==> config.mk <==
export PLATFORM = sky130hd
export DESIGN_NAME = axi_timer_slave
export DESIGN_NICKNAME = d
export VERILOG_FILES = /design/src/rtl/axi_timer_slave.sv
export SDC_FILE = /design/constraint.sdc
export NUM_CORES = 1
export LEC_CHECK = 0
export CORE_MARGIN = 1
export CORE_UTILIZATION = 40
export CTS_BUF_LIST = sky130_fd_sc_hd__clkbuf_16
export CTS_CLUSTER_DIAMETER = 50
export DETAILED_ROUTE_END_ITERATION = 10
export PLACE_DENSITY = 0.65
export SYNTH_ARGS = -nofsm -noshare
export SYNTH_HDL_FRONTEND = slang
export SYNTH_SLANG_ARGS = --single-unit
==> constraint.sdc <==
create_clock -name clk_i -period 3.6 [get_ports clk_i]
set_input_delay 0.72 -clock clk_i [delete_from_list [all_inputs] [get_ports clk_i]]
set_output_delay 0.72 -clock clk_i [all_outputs]
set_load 0.02 [all_outputs]
==> src/rtl/axi_timer_slave.sv <==
// rtl/axi_timer_slave.sv - AXI4 responder exposing a RISC-V machine timer (mtime/mtimecmp)
//
// Ports:
//   clk_i, rst_ni              clock, synchronous active-low reset
//   aw_* / aw_valid, aw_ready  write address channel (id, addr, len, size, burst)
//   w_* / w_valid, w_ready     write data channel (32-bit data, 4-bit strobe, last)
//   b_* / b_valid, b_ready     write response channel (id echo, resp)
//   ar_* / ar_valid, ar_ready  read address channel (id, addr, len, size, burst)
//   r_* / r_valid, r_ready     read data channel (id echo, data, resp, last)
//   b_user, r_user             driven 0
//   irq_o                      registered machine timer interrupt level
module axi_timer_slave #(
  parameter int unsigned AXI_ADDR_WIDTH = 32,
  parameter int unsigned AXI_ID_WIDTH   = 2,
  parameter int unsigned AXI_USER_WIDTH = 2,
  parameter int unsigned PRESCALE       = 1
) (
  input  logic                      clk_i,
  input  logic                      rst_ni,
  input  logic [AXI_ID_WIDTH-1:0]   aw_id,
  input  logic [AXI_ADDR_WIDTH-1:0] aw_addr,
  input  logic [7:0]                aw_len,
  input  logic [2:0]                aw_size,
  input  logic [1:0]                aw_burst,
  input  logic                      aw_valid,
  output logic                      aw_ready,
  input  logic [31:0]               w_data,
  input  logic [3:0]                w_strb,
  input  logic                      w_last,
  input  logic                      w_valid,
  output logic                      w_ready,
  output logic [AXI_ID_WIDTH-1:0]   b_id,
  output logic [1:0]                b_resp,
  output logic                      b_valid,
  input  logic                      b_ready,
  input  logic [AXI_ID_WIDTH-1:0]   ar_id,
  input  logic [AXI_ADDR_WIDTH-1:0] ar_addr,
  input  logic [7:0]                ar_len,
  input  logic [2:0]                ar_size,
  input  logic [1:0]                ar_burst,
  input  logic                      ar_valid,
  output logic                      ar_ready,
  output logic [AXI_ID_WIDTH-1:0]   r_id,
  output logic [31:0]               r_data,
  output logic [1:0]                r_resp,
  output logic                      r_last,
  output logic                      r_valid,
  input  logic                      r_ready,
  output logic [AXI_USER_WIDTH-1:0] b_user,
  output logic [AXI_USER_WIDTH-1:0] r_user,
  output logic                      irq_o
);

  typedef enum logic [1:0] {IDLE, WDATA, WRESP, RDATA} state_e;

  localparam int unsigned PW = (PRESCALE > 1) ? $clog2(PRESCALE) : 1;
  localparam logic [1:0] RESP_OKAY   = 2'b00;
  localparam logic [1:0] RESP_SLVERR = 2'b10;

  state_e                  state_q;
  logic [AXI_ID_WIDTH-1:0] id_q;
  logic [4:0]              off_q;
  logic [7:0]              len_q;
  logic [7:0]              cnt_q;
  logic                    fixed_q;
  logic                    werr_q;
  logic [63:0]             mtime_q;
  logic [63:0]             mtimecmp_q;
  logic                    en_q;
  logic [PW-1:0]           presc_q;
  logic                    b_valid_q;
  logic [1:0]              b_resp_q;
  logic                    r_valid_q;
  logic [31:0]             r_data_q;
  logic [1:0]              r_resp_q;
  logic                    r_last_q;
  logic                    irq_q;

  logic                    w_hs;
  logic                    last_beat;
  logic [4:0]              next_off;
  logic [4:0]              rd_off;
  logic [31:0]             rd_data;
  logic                    rd_err;
  logic                    tick;
  logic [PW-1:0]           presc_d;
  logic [63:0]             mtime_inc;
  logic [63:0]             mtime_d;
  logic [63:0]             mtimecmp_d;
  logic                    en_d;
  logic                    wr_err;
  logic                    werr_d;
  logic                    unused_bits;

  function automatic logic [31:0] merge(input logic [31:0] old_v, input logic [31:0] new_v,
                                        input logic [3:0] strb);
    logic [31:0] res;
    res = old_v;
    for (int i = 0; i < 4; i++) begin
      if (strb[i]) res[8*i +: 8] = new_v[8*i +: 8];
    end
    return res;
  endfunction

  // Write wins the IDLE arbitration; ready is only offered to a pending valid.
  assign aw_ready = rst_ni && (state_q == IDLE) && aw_valid;
  assign ar_ready = rst_ni && (state_q == IDLE) && ar_valid && !aw_valid;
  assign w_ready  = rst_ni && (state_q == WDATA);
  assign w_hs     = w_ready && w_valid;

  // 5-bit offset arithmetic wraps INCR bursts inside the 32-byte window.
  assign next_off  = fixed_q ? off_q : off_q + 5'd4;
  assign last_beat = (cnt_q == len_q);
  // First read beat is looked up from the AR address, later beats from the advanced offset.
  assign rd_off    = (state_q == IDLE) ? ar_addr[4:0] : next_off;

  always_comb begin
    rd_data = '0;
    rd_err  = 1'b0;
    case (rd_off[4:2])
      3'd0:    rd_data = mtime_q[31:0];
      3'd1:    rd_data = mtime_q[63:32];
      3'd2:    rd_data = mtimecmp_q[31:0];
      3'd3:    rd_data = mtimecmp_q[63:32];
      3'd4:    rd_data = {31'b0, en_q};
      default: rd_err  = 1'b1;
    endcase
  end

  // Bus writes merge onto the already-incremented mtime so unwritten bytes keep counting.
  always_comb begin
    tick       = en_q && (presc_q == PW'(PRESCALE - 1));
    presc_d    = presc_q;
    if (en_q) presc_d = tick ? '0 : presc_q + 1'b1;
    mtime_inc  = mtime_q + {63'b0, tick};
    mtime_d    = mtime_inc;
    mtimecmp_d = mtimecmp_q;
    en_d       = en_q;
    wr_err     = 1'b0;
    if (w_hs) begin
      case (off_q[4:2])
        3'd0:    mtime_d[31:0]     = merge(mtime_inc[31:0], w_data, w_strb);
        3'd1:    mtime_d[63:32]    = merge(mtime_inc[63:32], w_data, w_strb);
        3'd2:    mtimecmp_d[31:0]  = merge(mtimecmp_q[31:0], w_data, w_strb);
        3'd3:    mtimecmp_d[63:32] = merge(mtimecmp_q[63:32], w_data, w_strb);
        3'd4:    if (w_strb[0]) en_d = w_data[0];
        default: wr_err = 1'b1;
      endcase
    end
    // The beat counter ends the burst; a w_last that disagrees only poisons the response.
    werr_d = werr_q || wr_err || (w_last != last_beat);
  end

  always_ff @(posedge clk_i) begin
    if (!rst_ni) begin
      state_q    <= IDLE;
      id_q       <= '0;
      off_q      <= '0;
      len_q      <= '0;
      cnt_q      <= '0;
      fixed_q    <= 1'b0;
      werr_q     <= 1'b0;
      mtime_q    <= '0;
      mtimecmp_q <= '1;
      en_q       <= 1'b1;
      presc_q    <= '0;
      b_valid_q  <= 1'b0;
      b_resp_q   <= RESP_OKAY;
      r_valid_q  <= 1'b0;
      r_data_q   <= '0;
      r_resp_q   <= RESP_OKAY;
      r_last_q   <= 1'b0;
      irq_q      <= 1'b0;
    end else begin
      mtime_q    <= mtime_d;
      mtimecmp_q <= mtimecmp_d;
      en_q       <= en_d;
      presc_q    <= presc_d;
      irq_q      <= en_q && (mtime_q >= mtimecmp_q);
      case (state_q)
        IDLE: begin
          if (aw_ready) begin
            id_q    <= aw_id;
            off_q   <= aw_addr[4:0];
            len_q   <= aw_len;
            fixed_q <= (aw_burst == 2'b00);
            cnt_q   <= '0;
            werr_q  <= 1'b0;
            state_q <= WDATA;
          end else if (ar_ready) begin
            id_q      <= ar_id;
            off_q     <= ar_addr[4:0];
            len_q     <= ar_len;
            fixed_q   <= (ar_burst == 2'b00);
            cnt_q     <= '0;
            r_valid_q <= 1'b1;
            r_data_q  <= rd_data;
            r_resp_q  <= rd_err ? RESP_SLVERR : RESP_OKAY;
            r_last_q  <= (ar_len == 8'd0);
            state_q   <= RDATA;
          end
        end
        WDATA: begin
          if (w_hs) begin
            if (last_beat) begin
              b_valid_q <= 1'b1;
              b_resp_q  <= werr_d ? RESP_SLVERR : RESP_OKAY;
              state_q   <= WRESP;
            end else begin
              cnt_q  <= cnt_q + 8'd1;
              off_q  <= next_off;
              werr_q <= werr_d;
            end
          end
        end
        WRESP: begin
          if (b_ready) begin
            b_valid_q <= 1'b0;
            state_q   <= IDLE;
          end
        end
        RDATA: begin
          if (r_ready) begin
            if (r_last_q) begin
              r_valid_q <= 1'b0;
              state_q   <= IDLE;
            end else begin
              cnt_q    <= cnt_q + 8'd1;
              off_q    <= next_off;
              r_data_q <= rd_data;
              r_resp_q <= rd_err ? RESP_SLVERR : RESP_OKAY;
              r_last_q <= ((cnt_q + 8'd1) == len_q);
            end
          end
        end
        default: state_q <= IDLE;
      endcase
    end
  end

  assign b_id    = id_q;
  assign b_resp  = b_resp_q;
  assign b_valid = b_valid_q;
  assign r_id    = id_q;
  assign r_data  = r_data_q;
  assign r_resp  = r_resp_q;
  assign r_last  = r_last_q;
  assign r_valid = r_valid_q;
  assign b_user  = '0;
  assign r_user  = '0;
  assign irq_o   = irq_q;

  // Upper address bits, size fields and sub-word offset bits carry no meaning here.
  assign unused_bits = ^{aw_addr[AXI_ADDR_WIDTH-1:5], ar_addr[AXI_ADDR_WIDTH-1:5],
                         aw_size, ar_size, rd_off[1:0]};

endmodule

* Word-level counts from Yosys, hierarchy flattened
Cells that the tools add are included.
Widths: inputs -> output; s select.
** Storage, ports and cells
- Bits in registers :: 197
- Input port bits :: 138
- Output and inout port bits :: 51
- Word-level logic and storage cells :: 173
** Operators by class
- $add $sub $neg :: 4
- $lt $le $gt $ge :: 1
- Eq/ne operators :: 25
- Mux-type cells :: 75
- Bitwise logic cells :: 1
- Reduce and logical (&&, ||, !) cells :: 42
** Operators with widths (count)
- $mux 32 :: 6
- $pmux 32 s5 :: 1
- $mux 8 :: 16
- $add 64x1->64 :: 1
- $ge 64x64->1 :: 1
- $mux 64 :: 1
- $pmux 32 s2 :: 1
- $mux 5 :: 8
- $mux 2 :: 15
- $reduce_and 3->1 :: 10
- $pmux 8 s3 :: 1
- $ne 2x2->1 const B :: 10
- $mux 1 :: 19
- $eq 8x8->1 :: 2
- $pmux 5 s3 :: 1
- $eq 3x2->1 const B :: 4
- $reduce_and 4->1 :: 3
- $reduce_and 6->1 :: 2
- $reduce_and 5->1 :: 2
- $reduce_or 5->1 :: 2
- $add 8x1->8 const B :: 1
- $logic_and 1x1->1 :: 8
- $logic_not 8->1 :: 1
- $pmux 1 s2 :: 4
- 18 further kinds :: 28

* Longest topological paths before layout
Gate-level depths: netlist (run 1).
- Word-level depth :: 9
- Mapped depth :: 11
- Gate-level depth less buffers :: 9

* Least setup slack after synthesis (run 1)
OpenSTA, ideal clock, no wires.
- Path type :: input to output
- From :: input port rst_ni
- To :: output port aw_ready
- Arrival time :: 1.825 ns
- Required time :: 2.880 ns
- Setup slack :: 1.055 ns
- Stages on the path :: 4
- Buffers on the path :: 3
- Path through :: clkbuf_1 -> and3_1 -> clkbuf_1 -> buf_1
** Between the ends
- Cells in the longest elaborated chain, start to end :: 2
** Ends and longest elaborated chain
- start: declaration :: line 19 : input logic rst_ni,
- $logic_and 1x1->1 (2 in a row) :: line 106 : assign aw_ready = rst_ni && (state_q == IDLE) && aw_valid;
- end: declaration :: line 26 : output logic aw_ready,
Every way passes these cells.

* Worst setup path after layout (run 1)
- From :: register off_q[2]
- To :: register r_data_q[22] (netlist: r_data[22])
** Between the ends
- Cells in the longest elaborated chain, start to end :: 8
- Elaborated cells on any way between the ends :: 14
- Those cells by class :: add/sub (1); eq/ne (4); mux (8); reduce/logical (1)
** Ends and longest elaborated chain
- start: declaration :: line 62 : logic [4:0] off_q;
- start signal: assignment :: line 184 : off_q <= aw_addr[4:0];
- start signal: assignment :: line 192 : off_q <= ar_addr[4:0];
- start signal: assignment :: line 211 : off_q <= next_off;
- $add 5x3->5 :: line 112 : assign next_off = fixed_q ? off_q : off_q + 5'd4;
- $mux 5 * :: line 112
- $mux 5 * :: line 115 : assign rd_off = (state_q == IDLE) ? ar_addr[4:0] : next_off;
- $eq 3x3->1, or another cell as far along :: line 120 : case (rd_off[4:2])
- $pmux 32 s5 * :: line 120
- $mux 32, on equally long branches :: line 224, 190
- $mux 32, on equally long branches :: line 223, 182
- $pmux 32 s2 * :: line 180 : case (state_q)
- end signal: assignment :: line 197 : r_data_q <= rd_data;
- end signal: assignment :: line 230 : r_data_q <= rd_data;
- end: declaration :: line 74 : logic [31:0] r_data_q;
Mark *: on every way between the ends. The rest lies on a longest branch, timed or not. The select of a mux whose other input is x is not followed.
A chain may end at the register's enable or synchronous reset.

==> metrics.md, run 1 <==
| Metric | Value |
|---|---|
| Slowest stage delay, CP | 0.67 ns |
| Nets | between 1500 and 2000 |
| Max Slew Vio Count | 0 |
| Die footprint | around 28000 sq um |
| Initial Utilization | 41.1% |
| Remaining global-route overflow | 0 |
| Post-Synthesis Cell Area | between 10000 and 15000 sq um |
| Util after Layout | slightly below 50% |
| CTS H-tree lvls | 4 |
| Min-Delay Endpoint | r_data[24] |
| # IOs | between 150 and 200 |
| Antenna-violating nets left | 0 |
| Core region area | approximately 26000 sq um |
| Crit path max-delay family | compound AO/OA/AOI/OAI gates |
| Largest area contributor in the netlist | dfxtp_1 |
| Drt drc | 8 |
| WHS | between 0.4 and 0.5 ns |
| Setup Fix Bufs, Post-CTS | 0 |
| Synth Flop Type | dfxtp_1 |
| Req. time, crit path | ~3.9 ns |
| Number of synthesized flops with an enable pin | 0 |
| First-pass GRT wire length | 51300 um |
| Wire length after detailed routing | roughly 32000 um |
| Setup Crit Path Kind | reg -> reg |
| DR WL/cell | 18.2 um |
| GRT Resource Usage Total | 23.3% |
| Period Utilization, post-route | 85.9% |
| Post-synth ARST share | 0% |
| Vias per cell | 5.69 |
| Clock sinks | 193 |
| Worst EP arrival | 3.41 ns |
| Hold wc startpoint | r_data[24] |
| Met3 GRT Util | 3.81% |
| Hold Crit Class | reg -> reg |
| Distinct cell type count after synthesis | 66 |
| Status | finished, violations left |
| Max Cap Viol | 0 |
| Worst r2r path cells | 10 |
| Highest net fanout along the worst path | 9 |
| Met1 Track Usage GR | 30.7% |
| IO Port Bufs | around 120 |
| Number of diodes | 0 |
| Least-Margin Pin Slew | 0.876 ns |
| R2R Path Start | off_q[2] |
| GR peak layer | met2 |
| Clk slew on worst S/H paths | ~0.070 ns |
| Via count | approximately 9900 |
| Clk Latency, worst-skew pair | 0.44 ns |
| Hold depth | 2 |
| #FFs+latches synth | roughly 190 |
| Total CTS buffers | 17 |
| Synthesis Warnings | 0 |
| Fmax | between 300 and 400 MHz |
| CTS Buffer Depth | 2 |
| CTS root buf | clkbuf_16 |
| Min Tclk post-route | just over 3 ns |
| Pint | 3.67 mW |
| Met2 usage | 37.8% |
| Die H | 166 um |
| Net switching power | 1.68 mW |
| Initial DRT Pass Iterations | 8 |
| Post-Route Skew | 0.00894 ns |
| DP Cell Count | roughly 1700 |
| Switching share of power | 31.4% |
| Seq/Total Area, Yosys | 35.8% |
| Clk pwr share | 33.1% |
| Power per cell area | 419 nW/um^2 |
| Sequential power share | 43.3% |
| Non-Filler Instances | ~1700 |
| Largest net degree at the start of global routing | between 50 and 60 |
| CTS tree | done |
| Worst R2R Setup Slack | ~0.51 ns |
| Slew headroom | 41.4% |
| Syn avg cell area | 8.19 sq um |
| Chip Width | 166 um |
| Setup TNS | 0 ns |
| Initial DRC count | approximately 730 |
| RSZ-0062 raised after global routing | false |
| Largest cells by area after synthesis | dfxtp_1 36%, ha_1 8.3%, nand2_1 7.1% |
| Startpoint types | flip-flop |
| Cells after synthesis | 1318 |
| Vias in the first global route | around 9600 |
| HPWL Detailed | 23100 um |
| Max stage delay cell, worst path | o31ai_2 |
| Antenna violations before repair | 0 |
| Area grow syn2layout | 18.5% |
| Max VDD drop | 0.000255 V |
| Combinational share of power | 23.5% |
| Final hold viol count | 0 |
| RR Endpoint | r_data[22] |
| Synth top area share | a little over a third |
| Failing checks | DRC |
| Row Count | 59 |
| Setup crit start | off_q[2] |
| Pleak | 5.17 nW |
| Share of cells above drive strength 1 | 5.74% |
| Post-CTS Hold Buffers | 0 |
| Global placer's final weighted congestion | 0.911 |
| Pwr Total | 5.35 mW |
| Post-cts resize count | 0 |
| Final count of negative-setup-slack endpoints | 0 |
| Crit path cell chain | ha_1 > ha_1 > nor2b_1 > o31ai_2 > nor3_2 > buf_4 > buf_4 > a22o_1 > a221oi_1 > o21ai_0 |
| WP buf/inv | 2 |
| CP endpoint kind | flip-flop |
how the worst max path moves through the flow:
| stage | endpoint | slack [ns] | cells past startpoint |
|---|---|---|---|
| 2_1_floorplan | aw_ready | 1.06 | 4 |
| 3_3_place_gp | r_data[23] | 0.38 | 9 |
| 3_5_place_dp | r_data[28] | 0.36 | 8 |
| 4_1_cts | r_data[28] | 0.53 | 9 |
| 5_1_grt | r_data[13] | 0.28 | 9 |
| 6_report | r_data[22] | 0.51 | 10 |
sequential cells by signal, summed over array words and instances, names as in the netlist, 2 cells and up:
name,cells
mtime_q,64
len_q,8
off_q,3
state_q,2
mtimecmp_q,64
cnt_q,8
b_id,2
r_data,32
kinds of logic after synthesis:
logic type                 count (synthesis)  synth area share, %
xor gates and xnor gates                  78                 6.33
muxes                                      8                0.788
buffers and inverters                    175                 6.66
and+or+nand+nor                          440                 20.0
adders and majority gates                 72                 8.34
AOI/OAI and AO/OA                        351                 22.1
other                                      1               0.0347
DFF                                      193                 35.8
worst min-delay path, delay by kind of cell, from the launching register on:
| kind | cells | cell delay [ns] |
|---|---|---|
| compound gates | 1 | 0.05 |
| flops | 1 | 0.31 |
| simple gates | 1 | 0.05 |
routing by layer:
layer	vias up	wire, um
met4	0	1010
met3	61	1870
met5	-	0
met1	4681	14300
met2	312	14500
li1	4880	-
Yosys cell counts, drive strengths merged (34+ instances only):
cell and count:
nor2 58, clkbuf 65, inv 86, a21oi 63
ha 72, o211ai 70, xnor2 48, nand3 36
dfxtp 193, a221oi 34, o21ai 82, nand2 205
cells in the final DEF (no fill, tap or decap), drive strengths merged, types with 3 or more instances in the layout:
cell type / count
a211oi: 26
o211ai: 70
o21a: 3
mux2i: 7
nor3: 26
a21oi: 63
dfxtp: 193
a22oi: 8
nor4: 20
a22o: 30
clkdlybuf4s50: 117
nor3b: 3
and2: 6
clkinv: 9
and4: 8
or3: 4
a221oi: 34
o31ai: 20
conb: 6
xnor2: 48
o21ai: 82
clkbuf: 17
ha: 72
or2: 3
buf: 28
nand2: 205
nand2b: 7
xor2: 30
nor2b: 9
inv: 88
or4: 4
and3: 21
nand3: 36
nor2: 58
nand4: 24
power by group through the flow:
stage / registers [mW] / logic [mW] / clock network, mW
after CTS: 2.32 / 1.25 / 1.80
after global placement: 2.36 / 1.23 / 0
after floorplan: 2.37 / 0.723 / 0
after detailed placement: 2.37 / 1.24 / 0
after global routing: 2.33 / 1.37 / 1.89
final: 2.32 / 1.26 / 1.78
area by class of cell:
type | count | area [sq um]
repair buffers | 145 | 1400
multi-input cells | 955 | 6250
fillers | 2543 | 13500
flip-flops and latches | 193 | 3860
inverters | 87 | 327
clock inverters | 13 | 98.8
clock buffers | 17 | 425
well taps | 335 | 419
per-stage QoR:
| stage | area (sq um) | setup slack [ns] |
|---|---|---|
| 2_1_floorplan | 10800 | 1.06 |
| 6_report | 12800 | 0.508 |
| 4_1_cts | 12800 | 0.533 |
| 3_5_place_dp | 12300 | 0.359 |
| 5_1_grt | 12800 | 0.284 |
| 3_3_place_gp | 12300 | 0.382 |
Power figures use the tool's default switching activity.
==> run 2, diff against run 1 <==
CORE_UTILIZATION = 50   (was 40)
PLACE_DENSITY = 0.78   (was 0.65)
==> metrics.md, run 2 (synthesis results as in run 1) <==
| Metric | Value |
|---|---|
| Initial DRT Pass Iterations | 6 |
| Clk Latency, worst-skew pair | 0.44 ns |
| Final setup margin | 0.408 ns |
| Max Cap Viol | 0 |
| Initial Utilization | 51.2% |
| # IOs | 189 |
| Vias in the first global route | approximately 9600 |
| CTS tree | done |
| Worst EP arrival | 3.50 ns |
| Period Utilization, post-route | between 80% and 90% |
| First-pass GRT wire length | around 50000 um |
| Wire length after detailed routing | 30900 um |
| Die footprint | between 20000 and 25000 sq um |
| Clk pwr share | 33.9% |
| Max stage delay cell, worst path | or3_1 |
| Clk slew on worst S/H paths | ~0.07 ns |
| Area grow syn2layout | 17.5% |
| Nets | 1606 |
| Area post-placement | 12100 sq um |
| Pre-CTS WS | 0.360 ns |
| Status | complete, no violations |
| Crit path top cell by count | ha_1 |
| Req. time, crit path | around 4 ns |
| Slowest stage delay, CP | 0.78 ns |
| IO Port Bufs | 118 |
| Chip Width | 149 um |
| Remaining global-route overflow | 0 |
| Post-Route Skew | roughly 0.0093 ns |
| Sequential power share | 43.4% |
| Antenna violations before repair | 0 |
| Setup TNS | 0 ns |
| Global placer's final weighted congestion | 0.903 |
| Fillers | 1903 |
| CTS H-tree lvls | 4 |
| Slew headroom | around a third |
| Max VDD drop | just under 0.0003 V |
| Setup Fix Bufs, Post-CTS | 0 |
| Row Count | between 50 and 60 |
| Hold Crit Class | reg -> reg |
| Setup Crit Path Kind | reg -> reg |
| CTS root buf | clkbuf_16 |
| Final hold viol count | 0 |
| Via count | around 10000 |
| Drt drc | 0 |
| Die H | 149 um |
| Final count of negative-setup-slack endpoints | 0 |
| Fmax | 313 MHz |
| Switching share of power | 32.3% |
| CTS Buffer Depth | 2 |
| Post-CTS Hold Buffers | 0 |
| Highest net fanout along the worst path | 14 |
| Final instance area | 12700 sq um |
| GRT Resource Usage Total | 28.4% |
| Total CTS buffers | 17 |
| Pleak | 5.16 nW |
| Crit path cell chain | nor2b_1 > ha_1 > ha_1 > nand3_2 > or2_4 > or3_1 > buf_4 > nor3_2 > xnor2_1 > o31ai_2 |
| Power per cell area | 423 nW/um^2 |
| Least-Margin Pin Slew | 1.00 ns |
| Largest net degree at the start of global routing | 64 |
| RSZ-0062 raised after global routing | false |
| Commonest non-fill, non-tap cell in the layout | nand2_1 |
| HPWL Detailed | roughly 22000 um |
| Leading cell types in the layout, fill and taps excluded | 205 x nand2_1, 193 x dfxtp_1, 117 x clkdlybuf4s50_1 |
| Util after Layout | 60.2% |
| Share of cells above drive strength 1 | 6.10% |
| Number of diodes | 0 |
| Net switching power | 1.73 mW |
| CP endpoint kind | flip-flop |
| Initial DRC count | 880 |
| Combinational share of power | 22.7% |
| Max Slew Vio Count | 0 |
| Clock sinks | 193 |
| Startpoint types | flip-flop |
| WHS | 0.449 ns |
| DR WL/cell | 18.4 um |
| Post-cts resize count | 0 |
| Min Tclk post-route | 3.19 ns |
| Core region area | 21100 sq um |
| Pint | 3.63 mW |
| Antenna-violating nets left | 0 |
| Vias per cell | 6.01 |
-- run 2: layout make-up --
class	instances	area (sq um)	share of cell area, %
repair buffers	142	1360	10.7
multi-input cells	955	6250	49.2
inverters	87	327	2.57
clock inverters	15	128	1.01
clock buffers	17	425	3.35
flip-flops and latches	193	3860	30.4
well taps	275	344	2.71
-- run 2: final timing paths --
kind            endpoint      start  slack [ns]  cells past startpoint
min reg2reg    r_data[5]  r_data[5]        0.45                      2
max reg2reg  mtime_q[40]       en_q        0.41                     10
max          mtime_q[40]       en_q        0.41                     10
min            r_data[5]  r_data[5]        0.45                      2
-- run 2: through the flow --
| stage | power, mW | std cells |
|---|---|---|
| 6_report | 5.36 | 1684 |
| 5_1_grt | 5.58 | 1684 |
| 4_1_cts | 5.36 | 1684 |
| 3_5_place_dp | 3.57 | 1652 |
| 3_3_place_gp | 3.54 | 1652 |
| 2_1_floorplan | 3.09 | 1323 |
-- run 2: layer usage --
layer	part of all wire, %	track usage, %	vias to the layer above
li1	-	-	4876
met1	43	38.2	4785
met2	47	45.3	388
met3	7.1	4.07	64
met4	2.9	11.8	0
met5	0	0	-
-- run 2: critical path, delay by kind of cell (launching register included) --
family | cells | cell delay [ns]
buffers and inverters | 1 | 0.31
AND/OR/NAND/NOR | 5 | 1.67
AO/OA/AOI/OAI | 1 | 0.07
XOR/XNOR | 1 | 0.16
adder cells (fa/ha/maj) | 2 | 0.44
flip-flops | 1 | 0.40
-- run 2: power by group through the flow --
| stage | sequential (mW) | clock [mW] | combinational, mW |
|---|---|---|---|
| after floorplan | 2.37 | 0 | 0.723 |
| after detailed placement | 2.37 | 0 | 1.19 |
| final | 2.33 | 1.82 | 1.22 |
| after global placement | 2.37 | 0 | 1.17 |
| after CTS | 2.32 | 1.83 | 1.20 |
| after global routing | 2.34 | 1.92 | 1.32 |
==> run 3, diff against run 2 <==
PLACE_DENSITY = 0.76   (was 0.78)
==> metrics.md, run 3 (synthesis results as in run 1) <==
| Metric | Value |
|---|---|
| CTS tree | done |
| Util after Layout | 60.1% |
| Net switching power | around 1.6 mW |
| Highest net fanout along the worst path | 11 |
| DR WL/cell | 18.0 um |
| Die footprint | 22200 sq um |
| Initial DRC count | 955 |
| Final count of negative-setup-slack endpoints | 0 |
| FF/Latch Area | 3860 sq um |
| Antenna violations before repair | 0 |
| Vias per cell | 5.96 |
| Initial DRT Pass Iterations | 5 |
| Clock sinks | between 150 and 200 |
| Period Utilization, post-route | 84.8% |
| WP buf/inv | 1 |
| Area grow syn2layout | 17.4% |
| Clk Latency, worst-skew pair | 0.44 ns |
| Antenna-violating nets left | 0 |
| Post-CTS Hold Buffers | 0 |
| Switching share of power | 30.7% |
| Largest net degree at the start of global routing | 57 |
| Power per cell area | 423 nW/um^2 |
| Pwr Total | 5.37 mW |
| Post-cts resize count | 0 |
| Pint | 3.72 mW |
| Clk slew on worst S/H paths | 0.07 ns |
| Status | complete, no violations |
| Initial Utilization | 51.2% |
| Hold Crit Class | reg -> reg |
| Global placer's final weighted congestion | a little under 0.9 |
| Max Cap Viol | 0 |
| Setup TNS | 0 ns |
| Non-Filler Instances | between 1500 and 2000 |
| Clk pwr share | 34.4% |
| Least-Margin Pin Slew | 0.822 ns |
| Max stage delay cell, worst path | o31ai_2 |
| Max VDD drop | about 0.00028 V |
| # IOs | 189 |
| CP endpoint kind | flip-flop |
| Total CTS buffers | 17 |
| WHS | 0.445 ns |
| Nets | 1604 |
| Worst EP arrival | roughly 3.4 ns |
| Vias in the first global route | 9264 |
| CTS Buffer Depth | 2 |
| Combinational share of power | 22.2% |
| Core region area | 21100 sq um |
| Wire length after detailed routing | 30300 um |
| Drt drc | 0 |
| IO Port Bufs | 118 |
| RSZ-0062 raised after global routing | false |
| Multi-input gate area | 6250 sq um |
| Fillers | 1850 |
| CTS root buf | clkbuf_16 |
| Leading cell types in the layout, fill and taps excluded | 205 x nand2_1, 193 x dfxtp_1, 117 x clkdlybuf4s50_1 |
| CTS H-tree lvls | 4 |
| Slowest stage delay, CP | 0.62 ns |
| Share of cells above drive strength 1 | 5.47% |
| Row Count | 53 |
| Crit path top cell by count | ha_1 |
| Commonest non-fill, non-tap cell in the layout | nand2_1 |
| Remaining global-route overflow | 0 |
| HPWL Detailed | 21800 um |
| GRT Resource Usage Total | 27.8% |
| Setup Crit Path Kind | reg -> reg |
| DP Cell Count | 1650 |
| Sequential power share | 43.4% |
| First-pass GRT wire length | 48200 um |
| Chip Width | 149 um |
| Startpoint types | flip-flop |
| Number of diodes | 0 |
| Setup Fix Bufs, Post-CTS | 0 |
| Req. time, crit path | 3.90 ns |
| Crit path max-delay family | compound AO/OA/AOI/OAI gates |
| Max Slew Vio Count | 0 |
| Via count | 10028 |
| Pleak | 5.16 nW |
| Final hold viol count | 0 |
| Die H | 149 um |
| Slew headroom | approximately 45% |
| Crit path cell chain | ha_1 > ha_1 > nor2b_1 > o31ai_2 > nor3_2 > buf_4 > a22o_1 > a221oi_1 > o21ai_0 |
| Min Tclk post-route | 3.05 ns |
| Post-Route Skew | approximately 0.0073 ns |
| Fmax | 327 MHz |
[run 3: changes by cell type in the layout (fill, tap and decap cells not counted)]
cell        delta
inv_8          -3
clkinv_4       -2
clkinvlp_4     -1
buf_4          -2
clkinv_1       +4
bufinv_16      +2
inv_6          -3
inv_1          +3
[run 3: layout make-up]
type                    count  share of cell area (%)
repair buffers            140                    10.6
clock buffers              17                    3.36
flip-flops and latches    193                    30.5
clock inverters            15                    1.02
multi-input cells         955                    49.3
well taps                 275                    2.71
inverters                  87                    2.58
[run 3: layer usage]
metal / share of wire, % / GRT usage (%)
met1: 45 / 38.3
met2: 46 / 43.6
met3: 7.2 / 4.22
met4: 2.4 / 10.5
met5: 0 / 0
[run 3: final timing paths]
kind / endpoint / slack [ns] / start / depth (start not counted)
max: r_data[20] / 0.55 / off_q[2] / 9
min: r_data[4] / 0.45 / r_data[4] / 2
min reg2reg: r_data[4] / 0.45 / r_data[4] / 2
max reg2reg: r_data[20] / 0.55 / off_q[2] / 9
[run 3: metrics by stage]
stage / setup WS (ns) / instance area [sq um]
floorplan: 1.06 / 10800
global placement: 0.445 / 12100
detailed placement: 0.399 / 12100
CTS: 0.582 / 12700
global route: 0.368 / 12700
finish: 0.546 / 12700
[run 3: worst register-to-register path: stages (launching register included)]
cell      delay (ns)
dfxtp_1         0.48
ha_1            0.21
ha_1            0.23
nor2b_1         0.15
o31ai_2         0.62
nor3_2          0.27
buf_4           0.26
a22o_1          0.24
a221oi_1        0.31
o21ai_0         0.15
[run 3: power by group through the flow]
stage               combinational [mW]  sequential (mW)  clock, mW
floorplan                        0.723             2.37          0
finish                            1.19             2.33       1.85
global placement                  1.16             2.37          0
global route                      1.28             2.34       1.95
CTS                               1.18             2.33       1.86
detailed placement                1.17             2.37          0
